**src/rtl/mem_wb_forward_source.sv**
```systemverilog
// EX/MEM and MEM/WB pipeline registers: data-memory port, write-back select, forwarding sources and stall.
// Optional macro JAL_LINK_EN keeps PC+4 in EX/MEM so MemtoReg=10 writes back PC+8.
module mem_wb_forward_source #(
  parameter int DATA_W = 32,
  parameter int REG_W  = 5
) (
  input  logic              Clk,
  input  logic              Reset,
  input  logic [DATA_W-1:0] ALUResult_in,
  input  logic [DATA_W-1:0] ForwardB_out,
  input  logic [DATA_W-1:0] PCAddResult2,
  input  logic [REG_W-1:0]  EXRTorRD,
  input  logic              RegWrite1,
  input  logic              MemRead1,
  input  logic              MemWrite1,
  input  logic [1:0]        MemtoReg1,
  input  logic              Flush,
  input  logic [REG_W-1:0]  IFIDRs,
  input  logic [REG_W-1:0]  IFIDRt,
  input  logic [DATA_W-1:0] MemReadData,
  input  logic              MemReady,
  output logic [DATA_W-1:0] MemAddr,
  output logic [DATA_W-1:0] MemWData,
  output logic              MemRd,
  output logic              MemWr,
  output logic [REG_W-1:0]  EXMEMRd,
  output logic              EXMEMRegWrite,
  output logic [DATA_W-1:0] ALUResult_out,
  output logic [REG_W-1:0]  MEMWBRd,
  output logic              MEMWBRegWrite,
  output logic [DATA_W-1:0] WriteData,
  output logic              PipeStall
);

  typedef enum logic {MEM_IDLE = 1'b0, MEM_WAIT = 1'b1} mem_state_e;

  mem_state_e        state_q, state_d;
  logic [DATA_W-1:0] exmem_alu_q, exmem_alu_d;
  logic [DATA_W-1:0] exmem_store_q, exmem_store_d;
  logic [REG_W-1:0]  exmem_rd_q, exmem_rd_d;
  logic              exmem_regwrite_q, exmem_regwrite_d;
  logic              exmem_memread_q, exmem_memread_d;
  logic              exmem_memwrite_q, exmem_memwrite_d;
  logic [1:0]        exmem_memtoreg_q, exmem_memtoreg_d;
  logic [REG_W-1:0]  memwb_rd_q, memwb_rd_d;
  logic              memwb_regwrite_q, memwb_regwrite_d;
  logic [DATA_W-1:0] memwb_data_q, memwb_data_d;
`ifdef JAL_LINK_EN
  logic [DATA_W-1:0] exmem_pc_q, exmem_pc_d;
`else
  logic unused_pc;
  assign unused_pc = ^PCAddResult2;
`endif

  logic              mem_pending;
  logic              mem_stall;
  logic              load_use;
  logic [DATA_W-1:0] wb_value;

  // A pending access that is not completing this cycle freezes EX/MEM and bubbles MEM/WB.
  always_comb begin
    mem_pending = (state_q == MEM_WAIT) | exmem_memread_q | exmem_memwrite_q;
    mem_stall   = mem_pending & ~MemReady;
    load_use    = MemRead1 & RegWrite1 & (EXRTorRD != '0) &
                  ((EXRTorRD == IFIDRs) | (EXRTorRD == IFIDRt));
    state_d     = mem_stall ? MEM_WAIT : MEM_IDLE;
  end

  always_comb begin
    case (exmem_memtoreg_q)
      2'b01:   wb_value = MemReadData;
`ifdef JAL_LINK_EN
      2'b10:   wb_value = exmem_pc_q + DATA_W'(4);
`else
      2'b10:   wb_value = exmem_alu_q;
`endif
      default: wb_value = exmem_alu_q;
    endcase
  end

  // Memory wait dominates: a held EX/MEM ignores both Flush and the load-use bubble.
  always_comb begin
    exmem_alu_d      = exmem_alu_q;
    exmem_store_d    = exmem_store_q;
    exmem_rd_d       = exmem_rd_q;
    exmem_regwrite_d = exmem_regwrite_q;
    exmem_memread_d  = exmem_memread_q;
    exmem_memwrite_d = exmem_memwrite_q;
    exmem_memtoreg_d = exmem_memtoreg_q;
`ifdef JAL_LINK_EN
    exmem_pc_d       = exmem_pc_q;
`endif
    if (!mem_stall) begin
      if (Flush | load_use) begin
        exmem_alu_d      = '0;
        exmem_store_d    = '0;
        exmem_rd_d       = '0;
        exmem_regwrite_d = 1'b0;
        exmem_memread_d  = 1'b0;
        exmem_memwrite_d = 1'b0;
        exmem_memtoreg_d = 2'b00;
`ifdef JAL_LINK_EN
        exmem_pc_d       = '0;
`endif
      end else begin
        exmem_alu_d      = ALUResult_in;
        exmem_store_d    = ForwardB_out;
        exmem_rd_d       = EXRTorRD;
        exmem_regwrite_d = RegWrite1 & (EXRTorRD != '0);
        exmem_memread_d  = MemRead1;
        exmem_memwrite_d = MemWrite1;
        exmem_memtoreg_d = MemtoReg1;
`ifdef JAL_LINK_EN
        exmem_pc_d       = PCAddResult2;
`endif
      end
    end
  end

  always_comb begin
    if (mem_stall) begin
      memwb_rd_d       = '0;
      memwb_regwrite_d = 1'b0;
      memwb_data_d     = '0;
    end else begin
      memwb_rd_d       = exmem_rd_q;
      memwb_regwrite_d = exmem_regwrite_q;
      memwb_data_d     = wb_value;
    end
  end

  always_ff @(posedge Clk) begin
    if (Reset) begin
      state_q          <= MEM_IDLE;
      exmem_alu_q      <= '0;
      exmem_store_q    <= '0;
      exmem_rd_q       <= '0;
      exmem_regwrite_q <= 1'b0;
      exmem_memread_q  <= 1'b0;
      exmem_memwrite_q <= 1'b0;
      exmem_memtoreg_q <= 2'b00;
`ifdef JAL_LINK_EN
      exmem_pc_q       <= '0;
`endif
      memwb_rd_q       <= '0;
      memwb_regwrite_q <= 1'b0;
      memwb_data_q     <= '0;
    end else begin
      state_q          <= state_d;
      exmem_alu_q      <= exmem_alu_d;
      exmem_store_q    <= exmem_store_d;
      exmem_rd_q       <= exmem_rd_d;
      exmem_regwrite_q <= exmem_regwrite_d;
      exmem_memread_q  <= exmem_memread_d;
      exmem_memwrite_q <= exmem_memwrite_d;
      exmem_memtoreg_q <= exmem_memtoreg_d;
`ifdef JAL_LINK_EN
      exmem_pc_q       <= exmem_pc_d;
`endif
      memwb_rd_q       <= memwb_rd_d;
      memwb_regwrite_q <= memwb_regwrite_d;
      memwb_data_q     <= memwb_data_d;
    end
  end

  assign MemAddr       = exmem_alu_q;
  assign MemWData      = exmem_store_q;
  assign MemRd         = exmem_memread_q;
  assign MemWr         = exmem_memwrite_q;
  assign EXMEMRd       = exmem_rd_q;
  assign EXMEMRegWrite = exmem_regwrite_q;
  assign ALUResult_out = exmem_alu_q;
  assign MEMWBRd       = memwb_rd_q;
  assign MEMWBRegWrite = memwb_regwrite_q;
  assign WriteData     = memwb_data_q;
  assign PipeStall     = mem_stall | load_use;

endmodule

```
**config.mk**
```make
export PLATFORM = sky130hd
export DESIGN_NAME = mem_wb_forward_source
export DESIGN_NICKNAME = d
export VERILOG_FILES = /design/src/rtl/mem_wb_forward_source.sv
export SDC_FILE = /design/constraint.sdc
export NUM_CORES = 1
export LEC_CHECK = 0
export ABC_CLOCK_PERIOD_IN_PS = 1900
export BUFFER_PORTS_ARGS = -buffer_cell sky130_fd_sc_hd__buf_2
export CAP_MARGIN = 15
export CORE_AREA = 3 3 114 116
export DETAILED_ROUTE_END_ITERATION = 10
export DIE_AREA = 0 0 117 119
export GPL_TIMING_DRIVEN = 0
export HOLD_SLACK_MARGIN = 0.08
export PLACE_DENSITY = 0.75
export RECOVER_POWER = 25
export SYNTH_ARGS = -nofsm -noshare
export SYNTH_HDL_FRONTEND = slang
export SYNTH_SLANG_ARGS = --single-unit
```
**constraint.sdc**
```tcl
create_clock -name Clk -period 1.9 [get_ports Clk]
set_input_delay 0 -clock Clk [delete_from_list [all_inputs] [get_ports Clk]]
set_output_delay 0 -clock Clk [all_outputs]
set_load 0.05 [all_outputs]
```
==> results of run 1 <==
## worst paths after layout
check	to	cells after the start
hold / removal	MemWr	3
setup / recovery	MemWData[10]	7
setup reg to reg	MemWData[10]	7
hold reg to reg	WriteData[10]	2
## flip-flops by register name, indices dropped and copies added, names as in the netlist
| name | count |
|---|---|
| exmem_memtoreg_q | 2 |
| MEMWBRegWrite | 1 |
| WriteData | 32 |
| MEMWBRd | 5 |
| MemWData | 32 |
| MemRd | 1 |
| EXMEMRegWrite | 1 |
| ALUResult_out | 32 |
| MemWr | 1 |
| state_q | 1 |
| EXMEMRd | 5 |
## metal layers
metal,vias up,routed length (um),track usage [%]
li1,2801,-,-
met1,2791,7590,30.3
met2,321,9710,44.7
met3,42,1410,6.61
met4,0,492,11.4
met5,-,0,0
## layout make-up
type                       instances  area share [%]
timing repair buffer             371            28.9
sequential                       113            28.0
multi-input combinational        350            27.2
buffer                            90            7.34
clock buffer                      25            6.13
tap                              147            2.28
inverter                           2          0.0929
clock inverter                     1          0.0619
antenna                            1          0.0310
## timing repair
action                     CTS  global route
setup endpoints to repair   50            69
hold buffers               109             1
hold endpoints to repair   106             4
resized for setup            3            50
pin swaps                    0             3
## cells by family (layout without fill, tap and decap cells)
kind of cell	after synthesis	after routing	share of synthesized area, %
other	0	1	0
DFF	113	113	46.5
AOI/OAI and AO/OA	259	259	33.1
xor gates and xnor gates	10	10	1.80
and+or+nand+nor	81	81	7.13
buffers and inverters	92	489	11.4
## Yosys cell counts (7+ instances only)
cell	number	share of area, %
sky130_fd_sc_hd__nand2_1	66	5.1
sky130_fd_sc_hd__dfxtp_1	113	47
sky130_fd_sc_hd__clkbuf_1	25	1.9
sky130_fd_sc_hd__buf_6	7	1.6
sky130_fd_sc_hd__buf_4	33	5.1
sky130_fd_sc_hd__a31oi_1	72	9.3
sky130_fd_sc_hd__a22oi_1	72	11
sky130_fd_sc_hd__and2_1	7	0.90
sky130_fd_sc_hd__xnor2_1	10	1.8
sky130_fd_sc_hd__buf_2	23	2.4
sky130_fd_sc_hd__a21oi_1	105	11
## worst max-delay path: stages (launching register included)
cell and delay, ps:
sky130_fd_sc_hd__dfxtp_1 330, sky130_fd_sc_hd__or3_4 420, sky130_fd_sc_hd__and2_1 150, sky130_fd_sc_hd__buf_4 170
sky130_fd_sc_hd__buf_6 160, sky130_fd_sc_hd__buf_4 190, sky130_fd_sc_hd__a22oi_2 210, sky130_fd_sc_hd__a31oi_1 80
## where the power goes
group	internal [mW]	switching [mW]
logic	0.583	1.13
clock network	1.75	0.997
registers	2.51	0.122
total	4.84	2.25
## cells in the final DEF, fill, tap and decap left out, types with 2 or more instances in the layout
master	instances
sky130_fd_sc_hd__a21oi_1	104
sky130_fd_sc_hd__a22oi_1	44
sky130_fd_sc_hd__a22oi_2	28
sky130_fd_sc_hd__a31oi_1	72
sky130_fd_sc_hd__a32oi_1	2
sky130_fd_sc_hd__and2_1	7
sky130_fd_sc_hd__buf_2	215
sky130_fd_sc_hd__buf_4	37
sky130_fd_sc_hd__buf_6	11
sky130_fd_sc_hd__clkbuf_1	86
sky130_fd_sc_hd__clkbuf_16	17
sky130_fd_sc_hd__clkbuf_4	5
sky130_fd_sc_hd__clkbuf_8	4
sky130_fd_sc_hd__dfxtp_1	112
sky130_fd_sc_hd__dlygate4sd3_1	110
sky130_fd_sc_hd__inv_1	2
sky130_fd_sc_hd__nand2_1	66
sky130_fd_sc_hd__nand2b_1	2
sky130_fd_sc_hd__nand3_1	2
sky130_fd_sc_hd__o31ai_1	2
sky130_fd_sc_hd__xnor2_1	10
## per-stage QoR
| step | setup slack [ps] | total power, mW | std cells |
|---|---|---|---|
| floorplan | 18.0 | 3.69 | 555 |
| global placement | -26.4 | 4.12 | 963 |
| detailed placement | -61.4 | 4.13 | 963 |
| CTS | 35.9 | 7.04 | 1098 |
| global route | -23.9 | 7.35 | 1099 |
| finish | 33.6 | 7.09 | 1100 |
==> summary by stage, run 1 <==
Outcome
The flow ran to the end, and the final reports show no timing, DRC or antenna violations.

Floorplan
In this run the core area contains 40 standard-cell rows. The initial utilization of the core area, before any placement, comes to 40.5%. The core region area is 12000 um^2. For this design the top-level I/O count stands at 295. The floorplan step set the die height to 119 um.

The die footprint is 13900 um^2. The horizontal die dimension is 117 um.

Placed design
In this run the cell area measured after placement is 6350 um^2. Detailed placement finished with a half-perimeter wire length of 11.9 mm. The routability congestion estimate from global placement is 0.794. Buffers placed on the I/O ports in this run total 261.

Yosys
The average instance in the mapped netlist occupies 8.76 um^2. For this run, the number of Yosys warnings is 0. For this run, the register share of the synthesized area comes to 46.5%. The number of different library cells used by synthesis comes to 28. After synthesis the netlist holds a flip-flop and latch count of 113. The net count after synthesis is 707. Counting flops with a built-in enable in the synthesized netlist gives 0. After synthesis, the share of flip-flops with an asynchronous set or reset is 0%. After synthesis the cells add up to 4860 um^2. The primary flip-flop cell chosen by synthesis mapping is sky130_fd_sc_hd__dfxtp_1. The post-synthesis cell count is 555.

Layout
Relative to the synthesized area, the layout overhead comes to 66.3%. After the last flow step, the layout net total stands at 1097. For this run, the share of the core covered by cells in the final layout is 67.3%. The multi-input gate area in the final layout is 2190 um^2. The filler cells instantiated in the layout total 948. The area of all placed cells without fillers is 8080 um^2. The total area of sequential cells is 2260 um^2. The post-route netlist has 34.1% of its cells at a drive strength greater than 1.

Timing
The number of failing hold endpoints at the final stage is 0. The maximum operating frequency is 0.536 GHz. Setup repair after global routing could not meet its margin everywhere. The final-layout worst hold slack is 187 ps. The final clock skew is 7.84 ps.

The routed design could run at a clock period as short as 1870 ps. Dividing the final minimum period by the clock period gives 98.2%. After routing, the total negative slack on setup checks comes to 0 ps. At the pin with the least slew margin, the transition time is 634 ps. In this run the tightest slew margin relative to its limit is 57.9%.

The number of max-slew violations in the final report was 0. Setup violations remaining at the end of the flow were counted as 0.

Clocking
The clock tree from TritonCTS is done. Clock-pin slew was measured on the worst setup and hold paths at 50 ps. Once the clock tree was built, the setup fixing pass inserted 0 buffers. Counting along the longest clock path gives a buffer depth of 2. The clock net in this run drives a total of 113 sinks. The clock buffer count from CTS is 17. The clock tree root driver cell is sky130_fd_sc_hd__clkbuf_16.

The later pin in the worst-skew pair is clocked with a latency of 400 ps. In this run the number of H-tree levels came out at 4.

Setup path
The endpoint class of the critical path is a flip-flop. The critical path starts at MemRd. The peak fanout along the critical path is 10. Data on the critical path arrives at its endpoint at 2120 ps. The required time of the critical path is 2150 ps. The startpoint of the most critical register-to-register path is MemRd. The type of the setup path with the least slack is flip-flop to flip-flop. The nature of the critical path startpoint is a flip-flop. The setup check on the worst reg-to-reg path leaves a slack of 30 ps.

GRT
The initial antenna violation count is 0. The first global-routing pass estimated 29.1 mm of wire. The via count of the first global-routing pass is 5836. The global-route congestion overflow total is 0. In the global route stage, overall resource usage came out at 26.1%.

The pin count of the biggest net entering global routing is 17.

Routing
The detailed router's first-iteration violation count is 413. The via-per-instance ratio is 5.41. The count of TritonRoute iterations in the first routing pass is 5. The final layout contains routed wiring with a total length of 19.2 mm. The average detailed-routed wire length per instance is 17.5 um.

The final routed DRC violation total is 0. The count of nets left with antenna violations once routing finished came out at 0. The via count is 5955.

Hold path
The worst hold path begins at EXRTorRD[4]. The path class of the tightest hold or removal check is input port to flip-flop.

Pwr
The maximum resistive drop on vdd is 0.510 mV. Summed over all cells, the static leakage comes to 3.54 nW. In this run the power density over the cells is 877 nW/um^2.

Flow run
Across the run, the number of max-cap violations was 0.
Power figures use the tool's default switching activity.
==> inputs of run 2 (changes only) <==
--- a/config.mk
+++ b/config.mk
@@ -9,6 +9,7 @@
 export BUFFER_PORTS_ARGS = -buffer_cell sky130_fd_sc_hd__buf_2
 export CAP_MARGIN = 15
 export CORE_AREA = 3 3 114 116
+export CTS_BUF_LIST = sky130_fd_sc_hd__clkbuf_16
 export DETAILED_ROUTE_END_ITERATION = 10
 export DIE_AREA = 0 0 117 119
 export GPL_TIMING_DRIVEN = 0
==> summary by stage, run 2 (synthesized netlist as in run 1, its figures left out) <==
Clocking
The clock tree from TritonCTS is done. The clock-pin slew reported for the worst setup and hold paths after clock tree synthesis is 50 ps. The post-CTS setup buffer count is 0. The worst-case clock buffer depth is 2.

The clock tree root driver cell is sky130_fd_sc_hd__clkbuf_16. TritonCTS created 17 clock buffers. Counting every sink on the clock net gives 113. The clock latency on the worst-skew pair is 400 ps.

The H-tree depth is 4.

Routing
The final routed DRC violation total is 0. Using the TritonRoute via totals, the vias-per-cell ratio works out to 5.38. The final antenna-violating net count is 0. The final layout contains routed wiring with a total length of 19.0 mm. The via count is 5913.

The detailed router's first-iteration violation count is 408. For this run, the detailed router's first-pass iteration total came to 7. The average detailed-routed wire length per instance is 17.3 um.

Setup path
In this design, the critical path's most frequently occurring cell is sky130_fd_sc_hd__buf_6. In this design, the largest share of critical-path delay is due to simple AND/OR/NAND/NOR gates. Data on the critical path is required at its endpoint by 2140 ps. The start point of the critical path is MemRd. The critical path capture point is MemWData[12]. The worst reg-to-reg path cell count is 7.

The worst setup path is launched from a flip-flop. The endpoint class of the critical path is a flip-flop. Data arrives at the worst endpoint at 2110 ps. The critical path is of the flip-flop to flip-flop type. The capture point of the worst reg-to-reg path is MemWData[12].

The slowest stage of the critical path is the sky130_fd_sc_hd__or3_4 cell. The number of gates on the worst path with buffers counted is 7. The peak fanout along the critical path is 10. On the worst path, the slowest cell contributes a delay of 420 ps. The critical path contains buffers and inverters numbering 3 combined. In this run the register-to-register setup slack is 30 ps. The signal on the critical path passes through or3_4 -> and2_1 -> buf_4 -> buf_6 -> buf_6 -> a22oi_1 -> a31oi_1. The worst register-to-register path begins at MemRd.

Timing
The worst relative slew slack is 57.9%. The number of max-slew violations in the final report was 0. The number of failing setup endpoints in the final timing report is 0. For the pin with the worst max-slew slack, the measured transition is 634 ps. The final clock skew is 8.42 ps.

The post-layout worst setup margin is 34.9 ps. The maximum operating frequency is 0.536 GHz. Setup repair after global routing could not meet its margin everywhere. The number of failing hold endpoints at the final stage is 0. After layout, the worst path uses 98.2% of the clock period. The post-route minimum period is 1870 ps.

Layout
Summing all multi-input logic gate instances after layout gives 2190 um^2. The area growth from synthesis to layout is 65.4%. The finished layout holds 1099 standard cells, fillers aside. The number of nets in the final layout is 1097. The most common cell after layout, fill and taps aside is sky130_fd_sc_hd__buf_2. The number of antenna repair diodes is 0.

The count of filler cells inserted in the layout is 953. The final core area utilization is 66.9%. In the final layout, flip-flops and latches occupy 2260 um^2. The top cell types in the final layout, fill and taps aside, are 215 x sky130_fd_sc_hd__buf_2, 112 x sky130_fd_sc_hd__dfxtp_1, 110 x sky130_fd_sc_hd__dlygate4sd3_1.

The layout cell share with drive strength beyond 1 is 33.7%.

Placed design
The post-placement worst setup slack is -61.4 ps. Routability-driven placement finished with a final weighted congestion of 0.794. The placed wire-length estimate after detailed placement is 11.9 mm. The total of buffers placed on input and output ports is 261.

The cell count after placement is 963.

Floorplan
The floorplan step defined a core boundary enclosing 12000 um^2. The initial cell density of the core is 40.5%. The die boundary height is 119 um.

The floorplan step set the die width to 117 um. The number of standard-cell rows in the floorplan is 40. The I/O pin total is 295. The die footprint is 13900 um^2.

GRT
After global routing the overflow that remains totals 0. The via count of the first global-routing pass came to 5846. The pin count of the biggest net entering global routing is 17. The first global-routing pass estimated 29.1 mm of wire.

The initial antenna violation count is 0. Global routing used 26.1% of the available tracks across all layers.

Pwr
The maximum resistive drop on vdd is 0.514 mV. For this design the static power due to leakage is 3.54 nW. The areal power density over the cells is 857 nW/um^2.

Outcome
The flow ran to the end, and the final reports show no timing, DRC or antenna violations.

Hold path
The path class of the tightest hold or removal check is input port to flip-flop. Counting instances, the worst hold path has a depth of 3.

Flow run
The number of max-capacitance violations reported is 0.
[run 2: cell types whose count changed in the layout (fill, tap and decap cells not counted), sizes merged]
| cell | delta |
|---|---|
| clkinv | +4 |
| inv | +4 |
| diode | -1 |
| clkbuf | -8 |
[run 2: tightest hold or removal path, stage by stage]
cell and delay [ps]:
sky130_fd_sc_hd__buf_2 180, sky130_fd_sc_hd__o21a_1 250, sky130_fd_sc_hd__a31oi_1 110
[run 2: cell type report]
type                    count  share of cell area, %
plain buffers              90                   7.38
clock buffers              17                   5.29
repair buffers            371                   29.1
well taps                 147                   2.29
clock inverters             9                  0.436
flip-flops and latches    113                   28.2
multi-input cells         350                   27.3
inverters                   2                 0.0934
[run 2: routing by layer]
metal	track usage (%)	wire (um)
met4	11.3	527
met5	0	0
met1	30.4	7520
met2	44.5	9620
met3	6.66	1360
[run 2: power breakdown]
group | switching, mW | total, mW | internal (mW)
Clock | 0.988 | 2.56 | 1.57
Combinational | 1.13 | 1.71 | 0.583
Sequential | 0.121 | 2.63 | 2.51
[run 2: worst min-delay path by stage]
stage	start	endpoint	slack, ps
2_1_floorplan	MemReadData[0]	WriteData[0]	140
3_3_place_gp	MemReadData[24]	WriteData[24]	240
3_5_place_dp	MemReadData[18]	WriteData[18]	240
4_1_cts	Reset	WriteData[0]	100
5_1_grt	EXRTorRD[4]	MemWr	210
6_report	EXRTorRD[4]	MemWr	190
[run 2: what timing repair did]
| action | 4_1_cts | 5_1_grt |
|---|---|---|
| pin swaps | 0 | 3 |
| setup endpoints to repair | 50 | 69 |
| gates resized for setup | 3 | 50 |
| hold buffers | 109 | 1 |
| hold endpoints to repair | 106 | 4 |
[run 2: metrics by stage]
stage	hold WS (ps)	power, mW	instance area [um^2]	TNS (ps)
global placement	243	4.12	6350	-202
floorplan	136	3.69	4860	0
detailed placement	245	4.13	6350	-1180
CTS	104	6.85	7910	0
finish	187	6.89	8040	0
global route	213	7.16	8040	-85.1
